## config.mk

```make
export PLATFORM = sky130hd
export DESIGN_NAME = ps2_move_decoder_flat
export DESIGN_NICKNAME = d
export VERILOG_FILES = /design/src/rtl/ps2_move_decoder_if.sv /design/src/rtl/ps2_move_decoder.sv /design/src/flat_wrapper.sv
export SDC_FILE = /design/constraint.sdc
export NUM_CORES = 1
export LEC_CHECK = 0
export CAP_MARGIN = 20
export CORE_AREA = 4 4 63 65
export DETAILED_ROUTE_END_ITERATION = 8
export DIE_AREA = 0 0 67 69
export GPL_TIMING_DRIVEN = 0
export PLACE_DENSITY = 0.73
export REMOVE_ABC_BUFFERS = 1
export SYNTH_ARGS = -nofsm -noshare
export SYNTH_HDL_FRONTEND = slang
export SYNTH_SLANG_ARGS = --single-unit
```

## constraint.sdc

```tcl
create_clock -name clock -period 2.6 [get_ports clock]
set_input_delay 0.65 -clock clock [delete_from_list [all_inputs] [get_ports clock]]
set_output_delay 0.65 -clock clock [all_outputs]
set_load 0.02 [all_outputs]
```

## src/rtl/ps2_move_decoder_if.sv

```systemverilog
// Bundle between the PS/2 byte source, the move decoder and the game core.
// master: the decoder side. slave: the byte source and the game side.
interface ps2_move_decoder_if;
  logic [7:0] received_data;
  logic       received_data_en;
  logic       move_ready;
  logic       move_valid;
  logic [1:0] dir;
  logic       activate;
  logic       key_held;

  modport master (
    input  received_data, received_data_en, move_ready,
    output move_valid, dir, activate, key_held
  );

  modport slave (
    output received_data, received_data_en, move_ready,
    input  move_valid, dir, activate, key_held
  );
endinterface

```

## src/rtl/ps2_move_decoder.sv

```systemverilog
// Turns PS/2 scan bytes into isometric moves (valid/ready) and an activate pulse.
// Optional held-arrow auto-repeat is built when PS2_MOVE_AUTOREPEAT_EN is defined.
module ps2_move_decoder #(
  parameter int TIMEOUT_CYCLES = 2500000,
  parameter int REPEAT_CYCLES  = 12500000
) (
  input  logic clock,
  input  logic resetn,
  ps2_move_decoder_if.master bus
);
  localparam int TW = $clog2(TIMEOUT_CYCLES + 1);
  localparam logic [TW-1:0] TMO_LAST = TW'(TIMEOUT_CYCLES - 1);

  typedef enum logic [1:0] {IDLE, EXT, BRK, EXT_BRK} state_t;

  state_t        state;
  logic [TW-1:0] tmo_cnt;
  logic [1:0]    held_dir;
  logic          space_held;
  logic          move_valid_q;
  logic [1:0]    dir_q;
  logic          activate_q;
  logic          key_held_q;

  logic       strobe;
  logic [7:0] rx;
  logic       is_arrow;
  logic [1:0] arrow_code;
  logic       arrow_issue;
  logic       arrow_release;
  logic       rep_fire;

  assign strobe = bus.received_data_en;
  assign rx     = bus.received_data;

  always_comb begin
    is_arrow   = 1'b1;
    arrow_code = 2'd0;
    case (rx)
      8'h75:   arrow_code = 2'd2;
      8'h6B:   arrow_code = 2'd0;
      8'h72:   arrow_code = 2'd1;
      8'h74:   arrow_code = 2'd3;
      default: is_arrow = 1'b0;
    endcase
  end

  // A make of the arrow already held is typematic and must not move again.
  assign arrow_issue   = strobe && (state == EXT) && is_arrow &&
                         !(key_held_q && (held_dir == arrow_code));
  assign arrow_release = strobe && (state == EXT_BRK) && is_arrow &&
                         key_held_q && (held_dir == arrow_code);

`ifdef PS2_MOVE_AUTOREPEAT_EN
  localparam int RW = $clog2(REPEAT_CYCLES + 1);
  logic [RW-1:0] rep_cnt;

  // The period only advances while no move is waiting on the game.
  assign rep_fire = key_held_q && !move_valid_q && !arrow_release &&
                    (rep_cnt == RW'(REPEAT_CYCLES - 1));

  always_ff @(posedge clock or negedge resetn) begin
    if (!resetn) begin
      rep_cnt <= '0;
    end else if (arrow_issue || rep_fire || !key_held_q) begin
      rep_cnt <= '0;
    end else if (!move_valid_q) begin
      rep_cnt <= rep_cnt + 1'b1;
    end
  end
`else
  // No repeat engine: the always-false compare keeps the parameter referenced.
  assign rep_fire = (REPEAT_CYCLES < 0);
`endif

  always_ff @(posedge clock or negedge resetn) begin
    if (!resetn) begin
      state        <= IDLE;
      tmo_cnt      <= '0;
      held_dir     <= 2'd0;
      space_held   <= 1'b0;
      move_valid_q <= 1'b0;
      dir_q        <= 2'd0;
      activate_q   <= 1'b0;
      key_held_q   <= 1'b0;
    end else begin
      activate_q <= 1'b0;

      if (strobe) begin
        tmo_cnt <= '0;
        case (state)
          IDLE: begin
            if (rx == 8'hE0) begin
              state <= EXT;
            end else if (rx == 8'hF0) begin
              state <= BRK;
            end else if (rx == 8'h29 && !space_held) begin
              activate_q <= 1'b1;
              space_held <= 1'b1;
            end
          end
          EXT:     state <= (rx == 8'hF0) ? EXT_BRK : IDLE;
          BRK: begin
            if (rx == 8'h29) space_held <= 1'b0;
            state <= IDLE;
          end
          EXT_BRK: state <= IDLE;
          default: state <= IDLE;
        endcase
      end else if (state != IDLE) begin
        // An orphaned prefix is dropped so a lost byte cannot wedge the parser.
        if (tmo_cnt == TMO_LAST) begin
          state   <= IDLE;
          tmo_cnt <= '0;
        end else begin
          tmo_cnt <= tmo_cnt + 1'b1;
        end
      end

      if (arrow_issue) begin
        held_dir   <= arrow_code;
        key_held_q <= 1'b1;
      end else if (arrow_release) begin
        key_held_q <= 1'b0;
      end

      // A fresh issue beats a simultaneous transfer; latest direction wins.
      if (arrow_issue) begin
        move_valid_q <= 1'b1;
        dir_q        <= arrow_code;
      end else if (rep_fire) begin
        move_valid_q <= 1'b1;
        dir_q        <= held_dir;
      end else if (move_valid_q && bus.move_ready) begin
        move_valid_q <= 1'b0;
      end
    end
  end

  assign bus.move_valid = move_valid_q;
  assign bus.dir        = dir_q;
  assign bus.activate   = activate_q;
  assign bus.key_held   = key_held_q;
endmodule

```

## src/flat_wrapper.sv

```systemverilog
// flat-port wrapper written by rule: the top's interface ports become plain ports
module ps2_move_decoder_flat 
#(
  parameter int TIMEOUT_CYCLES = 2500000,
  parameter int REPEAT_CYCLES  = 12500000
)
  (clock, resetn, bus_received_data, bus_received_data_en, bus_move_ready, bus_move_valid, bus_dir, bus_activate, bus_key_held);
  ps2_move_decoder_if bus_i ();
  input  logic clock;
  input  logic resetn;
  input wire logic [$bits(bus_i.received_data)-1:0] bus_received_data;
  input wire logic [$bits(bus_i.received_data_en)-1:0] bus_received_data_en;
  input wire logic [$bits(bus_i.move_ready)-1:0] bus_move_ready;
  output wire logic [$bits(bus_i.move_valid)-1:0] bus_move_valid;
  output wire logic [$bits(bus_i.dir)-1:0] bus_dir;
  output wire logic [$bits(bus_i.activate)-1:0] bus_activate;
  output wire logic [$bits(bus_i.key_held)-1:0] bus_key_held;
  assign bus_i.received_data = bus_received_data;
  assign bus_i.received_data_en = bus_received_data_en;
  assign bus_i.move_ready = bus_move_ready;
  assign bus_move_valid = bus_i.move_valid;
  assign bus_dir = bus_i.dir;
  assign bus_activate = bus_i.activate;
  assign bus_key_held = bus_i.key_held;
  ps2_move_decoder #(.TIMEOUT_CYCLES(TIMEOUT_CYCLES), .REPEAT_CYCLES(REPEAT_CYCLES)) u_core (.clock(clock), .resetn(resetn), .bus(bus_i));
endmodule
```

==> flow_summary.yaml <==
placed_design:
  portBuffers: 16
  gp_congestion: 0.8236
  dpl-instance-area_um2: 1972
  pre_cts_ws_ns: -0.3378
  dpl.hpwl_um: 2870
clock_tree:
  path_clk_slew_ns: 0.09
  clockBufferDepth: 2
  cts.hold.buffers_added: 0
  clock-sinks: 30
  cts-root-buf: "clkbuf_4"
  cts_tree: "done"
  clk_latency_ns: 0.33
  numCtsBuffers: 5
  cts_max_level: 2
synthesis:
  synth_edf_count: 0
  async_flop_share: 1.000
  synth.cell_area_um2: 1769
  synth_ff_type: "dfrtp_1"
  syn_inst: 191
  yosys_register_bits: 30
  ys_seq_area_frac: 0.4243
  ys.warnings.count: 0
  yosysUniqueCellTypes: 53
  synth.avg_cell_area_um2: 9.263
timing:
  finalWorstSetupSlack_ns: 0.05446
  finalCritPeriodShare: 0.9791
  worstMarginPinSlew_ns: 0.7680
  worst_slew_margin_rel: 0.4864
  max_freq_mhz: 392.8
  finalClockSkew_ns: 0.007036
  finalHoldViolCount: 0
  setup_tns_ns: 0
  finalMaxSlewViolations: 0
  fin_crit_ns: 2.546
  setup_viol: 0
setup_path:
  cp-start-kind: "input port"
  r2r_setup_slack_ns: 0.26
  r2r-start: "u_core.tmo_cnt[5]$_DFFE_PN0P_"
  critical_path_buf_inv_count: 1
  cp_slowest_cell: "or4_2"
  rr_worst_depth: 4
  required_ns: 2.85
  crit_chain: "clkdlybuf4s50_1 -> nor3_2 -> or4_2 -> or3_1 -> a21oi_1"
  cp_slowest_stage_delay_ns: 0.76
  crit_path_end_kind: "flip-flop"
  cp_max_fo: 9
  r2r_end: "u_core.state[0]$_DFFE_PN0P_"
  cp.arrival_ns: 2.79
  cpLargestDelayFamily: "simple AND/OR/NAND/NOR gates"
  critical_path_class: "input port to flip-flop"
routing:
  vias_per_cell: 6.035
  vias: 1533
  wl_per_cell_um: 14.87
  drc: 0
  drt-pass1-iter-count: 4
  drtIter0Drc: 78
  ant_nets: 0
  drt-total-wl_um: 3776
worst_hold_path:
  min-delay-start: "u_core.space_held$_DFFE_PN0P_"
  hold_end: "u_core.bus.activate$_DFF_PN0_"
  min_path_cells: 1
  min_path_type: "flip-flop to flip-flop"
layout:
  drive_gt1_frac: 0.1154
  final_util: 0.6175
  syn_to_final_growth_pct: 16.48
  num_antenna_cells: 0
  fillCellCount: 310
  fin_nets: 220
  stdcell_area_um2: 2061
pwr:
  p_leak_nw: 0.7850
  power_w: 0.0008767
  peakVddDrop_mv: 0.2837
  p_per_area_nw_per_um2: 425.4
floorplan:
  io_pins: 17
  row_count: 21
  initial_core_util: 0.5302
  die-area_um2: 4623
  die_width_um: 67
  coreArea_um2: 3337
  die_y_um: 69
global_route:
  grt_pass1_vias: 1510
  grt_max_degree: 20
  track_usage: 0.1821
  grt-ovfl-total: 0
  antenna_found_initial: 0
  grt_pass1_wl_um: 6624
outcome:
  status: "complete, no violations"
run:
  max_cap_viol_count: 0
-- worst max path at each step --
stage,startpoint,endpoint,cells past startpoint
global placement,bus_received_data_en,u_core.tmo_cnt[15]$_DFFE_PN0P_,5
finish,bus_received_data_en,u_core.tmo_cnt[15]$_DFFE_PN0P_,5
detailed placement,bus_received_data_en,u_core.tmo_cnt[15]$_DFFE_PN0P_,5
global route,bus_received_data_en,u_core.tmo_cnt[15]$_DFFE_PN0P_,5
floorplan,bus_received_data[0],u_core.bus.dir[0]$_DFFE_PN0P_,4
CTS,bus_received_data_en,u_core.tmo_cnt[15]$_DFFE_PN0P_,5
-- through the flow --
| stage | std cells | hold slack (ns) |
|---|---|---|
| 5_1_grt | 254 | 0.4560 |
| 2_1_floorplan | 183 | 0.3544 |
| 3_5_place_dp | 246 | 0.4208 |
| 4_1_cts | 254 | 0.4334 |
| 3_3_place_gp | 245 | 0.4129 |
| 6_report | 254 | 0.4318 |
-- registers in the layout, summed over array words and instances, names as in the netlist --
signal	flops
u_core.tmo_cnt	22
u_core.bus.dir	2
u_core.state	2
u_core.bus.activate	1
u_core.bus.key_held	1
u_core.bus.move_valid	1
u_core.space_held	1
-- cell usage after synthesis, drive strengths merged (2+ instances only) --
library cell,number,area (µm²)
o211ai,4,30.03
inv,9,33.78
xnor2,6,52.55
nor2,15,56.30
dfrtp,30,750.7
or4b,2,20.02
nor3b,2,15.01
or3,8,52.55
or4,5,42.54
xor2,5,43.79
and4,2,17.52
a21oi,8,43.79
buf,6,35.03
nand2b,3,18.77
nor3,7,35.03
nand3,7,35.03
nand2,16,60.06
nor4,4,25.02
o21ai,12,60.06
o31ai,3,22.52
o221ai,3,26.28
clkbuf,2,7.510
nor4bb,3,30.03
nand4,6,52.55
-- power breakdown --
part	total, W	internal (W)	switching, W	leakage (nW)
Clock	0.000343	0.000185	0.000159	0.0446
Combinational	0.0000643	0.0000286	0.0000357	0.332
Sequential	0.000469	0.000468	0.00000132	0.409
-- layout by cell type (no fill, tap or decap), drive strengths merged, types with 2 or more instances in the layout --
cell           instances
and4                   2
nor4                   4
nor2                  15
or4b                   2
nor3b                  2
dfrtp                 30
or3                    8
inv                    9
xnor2                  6
o221ai                 3
xor2                   5
nand3                  7
a21oi                  8
nand4                  6
nand2b                 3
clkbuf                 8
or4                    5
o31ai                  3
nand2                 16
nor3                   7
clkdlybuf4s50         16
o21ai                 12
nor4bb                 3
o211ai                 4
-- cells by family after synthesis --
logic type	synth area share
buf+inv	0.04314
compound gates	0.1683
mux	0.005658
fa+ha+maj	0.007071
simple gates	0.2970
flops	0.4243
xor+xnor	0.05445
-- what timing repair did --
action,in CTS,in global routing
setup buffers,0,0
setup endpoints to repair,0,5
gates resized for setup,0,2
-- per-layer routing --
layer | up-vias | GRT usage | part of all wire
li1 | 754 | - | -
met3 | 5 | 0.05682 | 0.029
met2 | 21 | 0.3090 | 0.51
met1 | 753 | 0.2103 | 0.45
met5 | - | 0 | 0
met4 | 0 | 0.06532 | 0.015
-- area by class of cell --
class                           instances  area [µm²]  area share
Clock buffer                            8       78.83     0.03825
Timing Repair Buffer                   17       187.7     0.09107
Multi-Input combinational cell        144       952.2      0.4621
Tap cell                               46       57.56     0.02793
Inverter                                9       33.78     0.01639
Sequential cell                        30       750.7      0.3643
Power figures use the tool's default switching activity.
